===== config.mk =====
export PLATFORM = sky130hd
export DESIGN_NAME = qslave_seq_flat
export DESIGN_NICKNAME = d
export VERILOG_FILES = /design/src/rtl/qslave_seq_if.sv /design/src/rtl/qslave_seq.sv /design/src/flat_wrapper.sv
export SDC_FILE = /design/constraint.sdc
export NUM_CORES = 1
export LEC_CHECK = 0
export CAP_MARGIN = 20
export CORE_AREA = 2 2 67 82
export DETAILED_ROUTE_END_ITERATION = 6
export DIE_AREA = 0 0 69 84
export HOLD_SLACK_MARGIN = 0.1
export PLACE_DENSITY = 0.82
export RECOVER_POWER = 50
export SLEW_MARGIN = 20
export SYNTH_ARGS = -nofsm -noshare
export SYNTH_HDL_FRONTEND = slang
export SYNTH_SLANG_ARGS = --single-unit

===== constraint.sdc =====
create_clock -name clk20 -period 4.1 [get_ports clk20]
set_input_delay 1.025 -clock clk20 [delete_from_list [all_inputs] [get_ports clk20]]
set_output_delay 1.025 -clock clk20 [all_outputs]
set_load 0.05 [all_outputs]

===== src/rtl/qslave_seq_if.sv =====
// QBUS slave sequencer bus bundle: received control/data lines toward the
// sequencer and transceiver/device controls back out.
interface qslave_seq_if;
  logic        RSYNC;
  logic        RDIN;
  logic        RDOUT;
  logic        RINIT;
  logic        addr_match;
  logic        vector_req;
  logic [15:0] RDL;
  logic [15:0] rd_data;
  logic [15:0] TDL;
  logic        DALtx;
  logic        DALst;
  logic        DALbe;
  logic        TRPLY;
  logic [15:0] wr_data;
  logic        wr_strobe;
  logic        rd_strobe;
  logic        busy;

  modport master (
    output RSYNC, RDIN, RDOUT, RINIT, addr_match, vector_req, RDL, rd_data,
    input  TDL, DALtx, DALst, DALbe, TRPLY, wr_data, wr_strobe, rd_strobe, busy
  );

  modport slave (
    input  RSYNC, RDIN, RDOUT, RINIT, addr_match, vector_req, RDL, rd_data,
    output TDL, DALtx, DALst, DALbe, TRPLY, wr_data, wr_strobe, rd_strobe, busy
  );
endinterface


===== src/rtl/qslave_seq.sv =====
// QBUS slave reply sequencer: synchronizes the received bus handshake and
// steps DATI/DATO/DATIO/IAK cycles through registered transceiver controls.
module qslave_seq #(
  parameter int unsigned SETTLE = 2
) (
  input  logic         clk20,
  input  logic         reset,
  qslave_seq_if.slave  bus
);

  typedef enum logic [2:0] {
    IDLE     = 3'd0,
    RD_SETUP = 3'd1,
    RD_REPLY = 3'd2,
    WR_REPLY = 3'd3,
    HOLD     = 3'd4
  } state_t;

  localparam logic [3:0] SETTLE_C = 4'(SETTLE);

  logic [5:0]  meta_r;
  logic [5:0]  sync_r;
  logic        sRSYNC, sRDIN, sRDOUT, sRINIT, saddr_match, svector_req;

  state_t      state_r, state_s;
  logic [3:0]  cnt_r, cnt_s;
  logic        vec_r, vec_s;
  logic        wr_done_r, wr_done_s;
  logic [15:0] tdl_r, tdl_s;
  logic [15:0] wr_data_r, wr_data_s;
  logic        daltx_r, daltx_s;
  logic        dalst_r, dalst_s;
  logic        dalbe_r, dalbe_s;
  logic        trply_r, trply_s;
  logic        rd_strobe_r, rd_strobe_s;
  logic        wr_strobe_r, wr_strobe_s;
  logic        busy_r, busy_s;
  logic        read_req_s, write_req_s, abort_s;

  assign {sRSYNC, sRDIN, sRDOUT, sRINIT, saddr_match, svector_req} = sync_r;

  // Two-flop synchronizer for all asynchronous bus and decode inputs
  always_ff @(posedge clk20) begin
    if (reset) begin
      meta_r <= 6'b000000;
      sync_r <= 6'b000000;
    end else begin
      meta_r <= {bus.RSYNC, bus.RDIN, bus.RDOUT, bus.RINIT, bus.addr_match, bus.vector_req};
      sync_r <= meta_r;
    end
  end

  // A vector read (IAK) arrives with SYNC low; only a data cycle can be aborted by SYNC dropping
  assign read_req_s  = sRDIN & ((sRSYNC & saddr_match) | (~sRSYNC & svector_req));
  assign write_req_s = sRDOUT & sRSYNC & saddr_match & ~sRDIN;
  assign abort_s     = ~sRSYNC & ~vec_r;

  // Next-state and next-output decode
  always_comb begin
    state_s     = state_r;
    cnt_s       = cnt_r;
    vec_s       = vec_r;
    wr_done_s   = wr_done_r;
    tdl_s       = tdl_r;
    wr_data_s   = wr_data_r;
    daltx_s     = 1'b0;
    dalst_s     = 1'b0;
    dalbe_s     = 1'b0;
    trply_s     = 1'b0;
    rd_strobe_s = 1'b0;
    wr_strobe_s = 1'b0;
    if (sRINIT) begin
      state_s   = IDLE;
      cnt_s     = 4'd0;
      vec_s     = 1'b0;
      wr_done_s = 1'b0;
    end else begin
      case (state_r)
        IDLE: begin
          wr_done_s = 1'b0;
          if (read_req_s) begin
            state_s = RD_SETUP;
            vec_s   = ~sRSYNC;
            cnt_s   = 4'd1;
            daltx_s = 1'b1;
            tdl_s   = bus.rd_data;
          end else if (write_req_s) begin
            state_s     = WR_REPLY;
            vec_s       = 1'b0;
            wr_done_s   = 1'b1;
            wr_data_s   = bus.RDL;
            wr_strobe_s = 1'b1;
            trply_s     = 1'b1;
          end else begin
            vec_s = 1'b0;
          end
        end
        RD_SETUP: begin
          if (abort_s) begin
            state_s = IDLE;
          end else if (cnt_r == SETTLE_C) begin
            state_s = RD_REPLY;
            tdl_s   = bus.rd_data;
            daltx_s = 1'b1;
            dalbe_s = 1'b1;
            trply_s = 1'b1;
            dalst_s = 1'b1;
          end else begin
            cnt_s   = cnt_r + 4'd1;
            tdl_s   = bus.rd_data;
            daltx_s = 1'b1;
          end
        end
        RD_REPLY: begin
          if (abort_s) begin
            state_s = IDLE;
          end else if (!sRDIN) begin
            rd_strobe_s = 1'b1;
            state_s     = vec_r ? IDLE : HOLD;
          end else begin
            daltx_s = 1'b1;
            dalbe_s = 1'b1;
            trply_s = 1'b1;
          end
        end
        WR_REPLY: begin
          if (abort_s) begin
            state_s = IDLE;
          end else if (!sRDOUT) begin
            state_s = HOLD;
          end else begin
            trply_s = 1'b1;
          end
        end
        HOLD: begin
          // Further RDIN within this SYNC is ignored; only one write half is accepted
          if (!sRSYNC) begin
            state_s = IDLE;
          end else if (sRDOUT && saddr_match && !wr_done_r) begin
            state_s     = WR_REPLY;
            wr_done_s   = 1'b1;
            wr_data_s   = bus.RDL;
            wr_strobe_s = 1'b1;
            trply_s     = 1'b1;
          end else begin
            state_s = HOLD;
          end
        end
        default: begin
          state_s = IDLE;
        end
      endcase
    end
    busy_s = (state_s != IDLE);
  end

  // State and registered output update
  always_ff @(posedge clk20) begin
    if (reset) begin
      state_r     <= IDLE;
      cnt_r       <= 4'd0;
      vec_r       <= 1'b0;
      wr_done_r   <= 1'b0;
      tdl_r       <= 16'h0000;
      wr_data_r   <= 16'h0000;
      daltx_r     <= 1'b0;
      dalst_r     <= 1'b0;
      dalbe_r     <= 1'b0;
      trply_r     <= 1'b0;
      rd_strobe_r <= 1'b0;
      wr_strobe_r <= 1'b0;
      busy_r      <= 1'b0;
    end else begin
      state_r     <= state_s;
      cnt_r       <= cnt_s;
      vec_r       <= vec_s;
      wr_done_r   <= wr_done_s;
      tdl_r       <= tdl_s;
      wr_data_r   <= wr_data_s;
      daltx_r     <= daltx_s;
      dalst_r     <= dalst_s;
      dalbe_r     <= dalbe_s;
      trply_r     <= trply_s;
      rd_strobe_r <= rd_strobe_s;
      wr_strobe_r <= wr_strobe_s;
      busy_r      <= busy_s;
    end
  end

  assign bus.TDL       = tdl_r;
  assign bus.wr_data   = wr_data_r;
  assign bus.DALtx     = daltx_r;
  assign bus.DALst     = dalst_r;
  assign bus.DALbe     = dalbe_r;
  assign bus.TRPLY     = trply_r;
  assign bus.rd_strobe = rd_strobe_r;
  assign bus.wr_strobe = wr_strobe_r;
  assign bus.busy      = busy_r;

endmodule


===== src/flat_wrapper.sv =====
// flat-port wrapper written by rule: the top's interface ports become plain ports
module qslave_seq_flat 
#(
  parameter int unsigned SETTLE = 2
)
  (clk20, reset, bus_RSYNC, bus_RDIN, bus_RDOUT, bus_RINIT, bus_addr_match, bus_vector_req, bus_RDL, bus_rd_data, bus_TDL, bus_DALtx, bus_DALst, bus_DALbe, bus_TRPLY, bus_wr_data, bus_wr_strobe, bus_rd_strobe, bus_busy);
  qslave_seq_if bus_i ();
  input  logic clk20;
  input  logic reset;
  input wire logic [$bits(bus_i.RSYNC)-1:0] bus_RSYNC;
  input wire logic [$bits(bus_i.RDIN)-1:0] bus_RDIN;
  input wire logic [$bits(bus_i.RDOUT)-1:0] bus_RDOUT;
  input wire logic [$bits(bus_i.RINIT)-1:0] bus_RINIT;
  input wire logic [$bits(bus_i.addr_match)-1:0] bus_addr_match;
  input wire logic [$bits(bus_i.vector_req)-1:0] bus_vector_req;
  input wire logic [$bits(bus_i.RDL)-1:0] bus_RDL;
  input wire logic [$bits(bus_i.rd_data)-1:0] bus_rd_data;
  output wire logic [$bits(bus_i.TDL)-1:0] bus_TDL;
  output wire logic [$bits(bus_i.DALtx)-1:0] bus_DALtx;
  output wire logic [$bits(bus_i.DALst)-1:0] bus_DALst;
  output wire logic [$bits(bus_i.DALbe)-1:0] bus_DALbe;
  output wire logic [$bits(bus_i.TRPLY)-1:0] bus_TRPLY;
  output wire logic [$bits(bus_i.wr_data)-1:0] bus_wr_data;
  output wire logic [$bits(bus_i.wr_strobe)-1:0] bus_wr_strobe;
  output wire logic [$bits(bus_i.rd_strobe)-1:0] bus_rd_strobe;
  output wire logic [$bits(bus_i.busy)-1:0] bus_busy;
  assign bus_i.RSYNC = bus_RSYNC;
  assign bus_i.RDIN = bus_RDIN;
  assign bus_i.RDOUT = bus_RDOUT;
  assign bus_i.RINIT = bus_RINIT;
  assign bus_i.addr_match = bus_addr_match;
  assign bus_i.vector_req = bus_vector_req;
  assign bus_i.RDL = bus_RDL;
  assign bus_i.rd_data = bus_rd_data;
  assign bus_TDL = bus_i.TDL;
  assign bus_DALtx = bus_i.DALtx;
  assign bus_DALst = bus_i.DALst;
  assign bus_DALbe = bus_i.DALbe;
  assign bus_TRPLY = bus_i.TRPLY;
  assign bus_wr_data = bus_i.wr_data;
  assign bus_wr_strobe = bus_i.wr_strobe;
  assign bus_rd_strobe = bus_i.rd_strobe;
  assign bus_busy = bus_i.busy;
  qslave_seq #(.SETTLE(SETTLE)) u_core (.clk20(clk20), .reset(reset), .bus(bus_i));
endmodule

[After elaboration in Yosys (flattened, before gate mapping)]
Index checks and enable logic that the tools add are counted.
Word-level totals
  memories kept: 0
  logic and storage cells: 102
  bits of input ports: 40
  memory bits (read-only): 0
  register bits: 60
  bits in latches: 0
  memory bits (writable): 0
Cells by class
  magnitude comparators: 0
  multiply operators: 0
  muxes and demuxes: 46
  add/subtract/negate cells: 1
  div/mod/pow operators: 0
  equality and inequality tests: 12
  reduce and logical (&&, ||, !) cells: 14
  bitwise gates (word level): 14
  shift operators: 0
Operators by type and width (count)
  two-way mux 16 bit: 6
  one-hot mux 16 bit (2 select lines): 2
  two-way mux 3 bit: 12
  two-way mux 1 bit: 16
  one-hot mux 3 bit (5 select lines): 1
  two-way mux 4 bit: 3
  inequality test 2 x 1 -> 1 bit, second input constant: 4
  one-hot mux 4 bit (2 select lines): 1
  AND reduction 4 bit: 2
  AND 1 bit: 7
  == test 3 x 2 -> 1 bit, second input constant: 2
  inequality test 2 bit, second input constant: 3
  inverter 1 bit: 6
  one-hot mux 1 bit (2 select lines): 3
  AND reduction 6 bit: 1
  one-hot mux 1 bit (5 select lines): 1
  adder 4 x 1 -> 4 bit, second input constant: 1
  == test 4 x 2 -> 1 bit, second input constant: 1
  nonzero test 2 bit: 2
  OR reduction 4 bit: 1
  == test 3 x 1 -> 1 bit, second input constant: 1
  == test 3 bit, second input constant: 1
  zero test 3 bit: 1
  one-hot mux 1 bit (3 select lines): 1
  other kinds (7): 8

[Longest topological paths before layout]
Gate-level depths: netlist of run 1.
  depth in word-level cells: 8
  depth in mapped cells: 7
  depth with buffers taken out: 5

[Worst setup path before layout of run 1]
No wires, ideal clock.
  path type: input-to-reg
  from: input port reset
  to: register u_core.cnt_r[3]
  arrival: 2043 ps
  stages on the path: 6
  library setup time: 72 ps
  slack: 1985 ps
  buffers on the path: 2
  cell sequence: buf_4 or2_2 clkbuf_1 a31oi_1 nand2b_1 mux2i_1
Between the ends
  cells in the longest elaborated chain, start to end: 1
RTL lines
  start: declaration: RTL line flat_wrapper.sv:9  | input logic reset;
  OR reduction 2 bit (no source line)
  end signal: assignment: RTL line qslave_seq.sv:175  | cnt_r <= cnt_s;
  end: declaration: RTL line qslave_seq.sv:26  | logic [3:0] cnt_r, cnt_s;
No other way between the ends.
A chain may end at the register's enable or synchronous reset.

[Worst setup path in the final report of run 1]
Ends and elaborated chain as after synthesis.

==> results.txt, run 1 <==
outcome: finished clean
layout cells sized above 1: 8.11%
Yosys cell types: 38
max_cap viols: 0
Clock Root Buffer: clkbuf_8
antenna viol nets, final: 0
first-pass iteration count of the detailed router: 5
Seq/Total Area, Yosys: 51.1%
IO buf count: 78
fmax: 334 MHz
htree depth: 3
Final min period: 3.00 ns
CP endpoint kind: flop
Leak: 1.15 nW
Synth top area share: 51.1%
# diodes: 0
# rows: 29
internal power: 0.953 mW
Yosys Warn Count: 0
clock network power share: 43.4%
Hold Vio Cnt, Final: 0
min-delay worst type: reg2reg
Post-CTS Setup Repair Bufs: 0
Slew headroom: 24.8%
Critical Path Fanout Max: 27
antenna violations before repair: 0
part of the power in registers: 48.8%
period utilization: 73.1%
Util after Layout: 66.2%
GP Congestion: 0.762
CTS tree: yes
Crit Path Class: in2reg
Register Area: 1200 sq um
Die Ht: 84 um
DP Wirelength: 3690 um
area grow syn2layout: 42.9%
die area: 5800 sq um
post_cts resized: 0
vias in the first global route: 2,088
clock slew at reported path FFs: 0.06 ns
DR iter-0 viols: 51
largest net degree at the start of global routing: 28
Detailed Route WL: 5410 um
clk_skew: 0.00866 ns
crit start category: input port
actual slew at the worst max-slew pin: 1.13 ns
via count: 2,096
switching part of the total power: 22.0%
number of enable flip-flop cells after synthesis: 0
Slew Limit Fails: 0
worst path required time: 4.30 ns
worst-skew pair later-pin latency: 0.33 ns
Mapped Nets: 293
Worst EP arrival: 3.20 ns
Gate Count Post-Synth: 251
core area: 5080 sq um
TNS Setup: 0 ns
RSZ-0062 raised after global routing: false
Worst VDD drop: 0.265 mV
combinational cell fraction of total power: 7.8%
GRT overflow: 0
Pwr Density: 363 nW/um^2
switching pwr: 0.269 mW
CTS hold repair buffers: 0
multi-input combinational cell area: 1060 sq um
synth top area cells: dfxtp_1 51%, mux2i_1 7.7%, o21ai_0 4.9%
fraction of registers with async set/reset: 0%
wire per inst: 13.7 um
Fill cells: 436
I/O pin total: 79
Cell Area, Synth: 2350 sq um
most common flop cell mapped by yosys: dfxtp_1
total CTS buffers: 9
Synth area leader: dfxtp_1
gr usage total: 19.3%
first-pass GRT wire length: 8960 um
Final #Nets: 370
R2R setup slack: 1.41 ns
Post-route DRC: 0
CTS max path bufs: 2
clock sink count: 60
Die Span X: 69 um
syn_area_per_cell: 9.37 sq um
vias per cell: 5.31
Setup Viol. Count Final: 0
Seq cells post-synth: 60
Initial Utilization: 46.3%
layout make-up:
| class | count | area share, % |
|---|---|---|
| repair buffers | 82 | 23.9 |
| multi-input cells | 170 | 31.5 |
| inverters | 5 | 0.558 |
| flip-flops and latches | 60 | 35.7 |
| well taps | 62 | 2.31 |
| clock buffers | 12 | 4.62 |
| clock inverters | 4 | 1.41 |
per-layer routing:
layer	global-route usage [%]	wire length [um]	vias up
li1	-	-	1040
met1	20.4	2160	978
met2	31.3	2620	68
met3	9.90	539	10
met4	9.80	93	0
met5	0	0	-
state kept, by name, summed over array words and instances, names as in the netlist:
register / cells
u_core.bus.DALbe: 1
u_core.sync_r: 6
u_core.bus.DALst: 1
u_core.bus.busy: 1
u_core.bus.wr_strobe: 1
u_core.wr_done_r: 1
u_core.cnt_r: 4
u_core.bus.DALtx: 1
u_core.vec_r: 1
u_core.meta_r: 6
u_core.bus.wr_data: 16
u_core.bus.TDL: 16
u_core.bus.rd_strobe: 1
u_core.bus.TRPLY: 1
u_core.state_r: 3
worst max-delay path, cell delays in order:
cell and delay [ns]:
dlygate4sd3_1 0.56, clkbuf_1 0.80, or2_0 0.48, a31oi_1 0.16
nand2b_1 0.11, mux2i_1 0.06
stage by stage:
step | power [mW] | hold slack, ns | cells | setup WS (ns) | instance area [sq um]
floorplan | 0.654 | 0.414 | 251 | 1.99 | 2350
global placement | 0.703 | 0.419 | 379 | 1.47 | 3160
detailed placement | 0.705 | 0.424 | 379 | 1.42 | 3170
CTS | 1.24 | 0.439 | 395 | 1.55 | 3370
global route | 1.27 | 0.462 | 395 | 0.899 | 3360
finish | 1.22 | 0.433 | 395 | 1.10 | 3360
cell usage in the layout, fill, tap and decap left out, types with 2 or more instances in the layout:
cell type | netlist | routed
a21oi_1 | 20 | 20
a31oi_1 | 3 | 3
buf_4 | 1 | 2
clkbuf_1 | 11 | 3
clkbuf_8 | 0 | 11
clkdlybuf4s50_1 | 0 | 77
clkinv_2 | 0 | 2
dfxtp_1 | 60 | 60
ha_1 | 2 | 2
inv_1 | 5 | 5
mux2_2 | 3 | 3
mux2i_1 | 18 | 18
nand2_1 | 8 | 8
nand2b_1 | 3 | 3
nand3_1 | 19 | 19
nand4_1 | 3 | 3
nor2_1 | 25 | 25
nor2b_1 | 14 | 14
nor3_1 | 4 | 3
nor3b_1 | 2 | 2
nor4_1 | 3 | 3
o21ai_0 | 23 | 23
o21ba_2 | 2 | 2
o31ai_1 | 2 | 2
or2_2 | 3 | 2
power by group through the flow:
stage / logic [mW] / registers [mW] / clock network, mW
2_1_floorplan: 0.0381 / 0.616 / 0
3_3_place_gp: 0.0939 / 0.609 / 0
3_5_place_dp: 0.0954 / 0.609 / 0
4_1_cts: 0.0959 / 0.596 / 0.543
5_1_grt: 0.102 / 0.597 / 0.572
6_report: 0.0948 / 0.597 / 0.530
cell usage after synthesis, drive strengths merged (2+ instances only):
| master | instances |
|---|---|
| dfxtp | 60 |
| nor2 | 25 |
| o21ai | 23 |
| a21oi | 20 |
| nand3 | 19 |
| mux2i | 18 |
| nor2b | 14 |
| clkbuf | 11 |
| nand2 | 8 |
| buf | 5 |
| inv | 5 |
| nor3 | 4 |
| nor4 | 4 |
| a31oi | 3 |
| mux2 | 3 |
| nand2b | 3 |
| nand4 | 3 |
| or2 | 3 |
| ha | 2 |
| nor3b | 2 |
| o21ba | 2 |
| o31ai | 2 |
path summary, 6_finish.rpt:
path	startpoint	endpoint	cells after the start
hold / removal	u_core.meta_r[3]	u_core.sync_r[3]	1
hold reg to reg	u_core.meta_r[3]	u_core.sync_r[3]	1
setup reg to reg	u_core.state_r[0]	u_core.bus.wr_data[6]	5
setup / recovery	reset	u_core.cnt_r[3]	6
cells by family after synthesis:
group / Yosys count / share of synthesized area (%)
AOI/OAI and AO/OA: 57 / 14.0
adders and majority gates: 2 / 1.06
DFF: 60 / 51.1
muxes: 21 / 9.10
buffers and inverters: 21 / 4.42
and+or+nand+nor: 90 / 20.3
Note: power is estimated with default switching activity, not from simulation.
==> inputs of run 2 (changes only) <==
Settings changed: CORE_AREA 2 2 67 82 to 2 2 69 85, DIE_AREA 0 0 69 84 to 0 0 71 87, PLACE_DENSITY 0.82 to 0.77.
Clock period 4.1 ns to 3 ns, I/O delays scaled along.
==> results.txt, run 2 (synthesis gave the netlist of run 1 again) <==
R2R setup slack: 0.77 ns (-0.64 ns)
Final min period: 2.26 ns
period utilization: 75.4%
min-delay worst type: reg2reg
actual slew at the worst max-slew pin: 0.864 ns (-0.264 ns)
antenna viol nets, final: 0 (unchanged)
largest net degree at the start of global routing: 45 (+61%)
Final #Nets: 370 (unchanged)
core area: 5440 sq um (+7.1%)
vias per cell: 5.20 (-2.0%)
clock sink count: 60 (unchanged)
# diodes: 0 (unchanged)
TNS Setup: 0 ns (unchanged)
Stages on worst setup path: 1 (-5)
Cell Area, Placed: 3160 sq um (-0.12%)
IO buf count: 78 (unchanged)
Initial Utilization: 43.2% (-3.1 points)
Slew headroom: 42.4% (+18 points)
Final Instance Area: 3420 sq um (+1.8%)
max_cap viols: 0 (unchanged)
Critical Path Slowest Stage Cell: clkdlybuf4s50_1
post_cts resized: 0 (unchanged)
Post-route DRC: 0 (unchanged)
Util after Layout: 62.9% (-3.3 points)
Die Span X: 71 um (+2.9%)
Crit path largest cell delay: 0.82 ns (+0.02 ns)
first-pass iteration count of the detailed router: 4 (-1)
Crit path max-delay family: buffers and inverters
GRT overflow: 0 (unchanged)
Worst EP arrival: 1.51 ns (-1.69 ns)
Crit Path Class: reg2out
CTS hold repair buffers: 0 (unchanged)
crit start category: flop
Hold Vio Cnt, Final: 0 (unchanged)
area grow syn2layout: 45.6%
clock slew at reported path FFs: 0.07 ns (about the same)
Slew Limit Fails: 0 (unchanged)
htree depth: 3 (unchanged)
Die Ht: 87 um (+3.6%)
Buf/Inv on CP: 1 (-1)
Worst VDD drop: 0.350 mV (+32%)
Leak: 1.18 nW (+3.1%)
die area: 6180 sq um (+6.6%)
Critical Path Fanout Max: 2 (-93%)
# rows: 30 (+3.4%)
layout cells sized above 1: 8.41% (+0.30 points)
Clock Root Buffer: clkbuf_8
worst-skew pair later-pin latency: 0.34 ns (about the same)
fmax: 442 MHz
worst path required time: 2.25 ns (-2.05 ns)
vias in the first global route: 2,048 (-1.9%)
CTS tree: yes
CP endpoint kind: primary output
Detailed Route WL: 5340 um (-1.3%)
Post-CTS Setup Repair Bufs: 0 (unchanged)
clk_skew: 0.00968 ns (+0.00102 ns)
Worst Reg-to-Reg Cells: 5 (unchanged)
total CTS buffers: 9 (unchanged)
DR iter-0 viols: 106 (+110%)
worst hold slack: 0.426 ns (-0.00767 ns)
Pwr Density: 559 nW/um^2 (+54%)
first-pass GRT wire length: 9000 um (+0.46%)
DP Wirelength: 3660 um (-0.91%)
Setup Viol. Count Final: 0 (unchanged)
RSZ-0062 raised after global routing: false
GP Congestion: 0.810 (+6.3%)
I/O pin total: 79 (unchanged)
outcome: finished clean
Min-Delay Path Depth: 1 (unchanged)
CTS max path bufs: 2 (unchanged)
via count: 2,064 (-1.5%)
commonest non-fill, non-tap cell in the layout: clkdlybuf4s50_1
antenna violations before repair: 0 (unchanged)
most frequent cells in the layout: 77 x clkdlybuf4s50_1, 60 x dfxtp_1, 25 x nor2_1
gr usage total: 18.5% (-0.84 points)
wire per inst: 13.5 um (-1.8%)
worst-path cell chain: clkdlybuf4s50_1
run 2: cell types whose count changed in the layout (fill, tap and decap cells not counted), sizes merged:
cell,previous run,this run
clkinvlp,1,0
bufinv,1,4
clkinv,2,0
run 2: through the flow:
step	std cells	worst slack (ns)	power (mW)
final	397	0.739	1.91
after global placement	381	0.881	0.962
after detailed placement	381	0.818	0.963
after global routing	397	0.578	1.98
after CTS	397	0.737	1.92
after floorplan	251	1.02	0.894
run 2: worst paths after layout:
kind | from | to
max | u_core.bus.wr_data[9] | bus_wr_data[9]
min | u_core.meta_r[1] | u_core.sync_r[1]
max reg2reg | u_core.state_r[0] | u_core.bus.wr_data[1]
min reg2reg | u_core.meta_r[1] | u_core.sync_r[1]
run 2: per-layer routing:
metal  track usage (%)  vias up  share of wire (%)
met4              7.72        0                1.8
met3              8.80       10                9.7
met2              30.2       70                 48
met1              20.7      949                 41
met5                 0        -                  0
li1                  -     1035                  -
run 2: power by group:
part	switching [mW]	leakage (nW)	internal [mW]
clock network	0.310	0.131	0.660
registers	0.00729	0.486	0.808
logic	0.0618	0.563	0.0674
total	0.379	1.18	1.53
run 2: final cells by class:
cell class / count / area (sq um)
sequential: 60 / 1200
fill: 440 / 2020
inverter: 5 / 18.8
clock inverter: 4 / 120
clock buffer: 12 / 145
multi-input combinational: 170 / 1050
timing repair buffer: 82 / 806
tap: 64 / 80.1
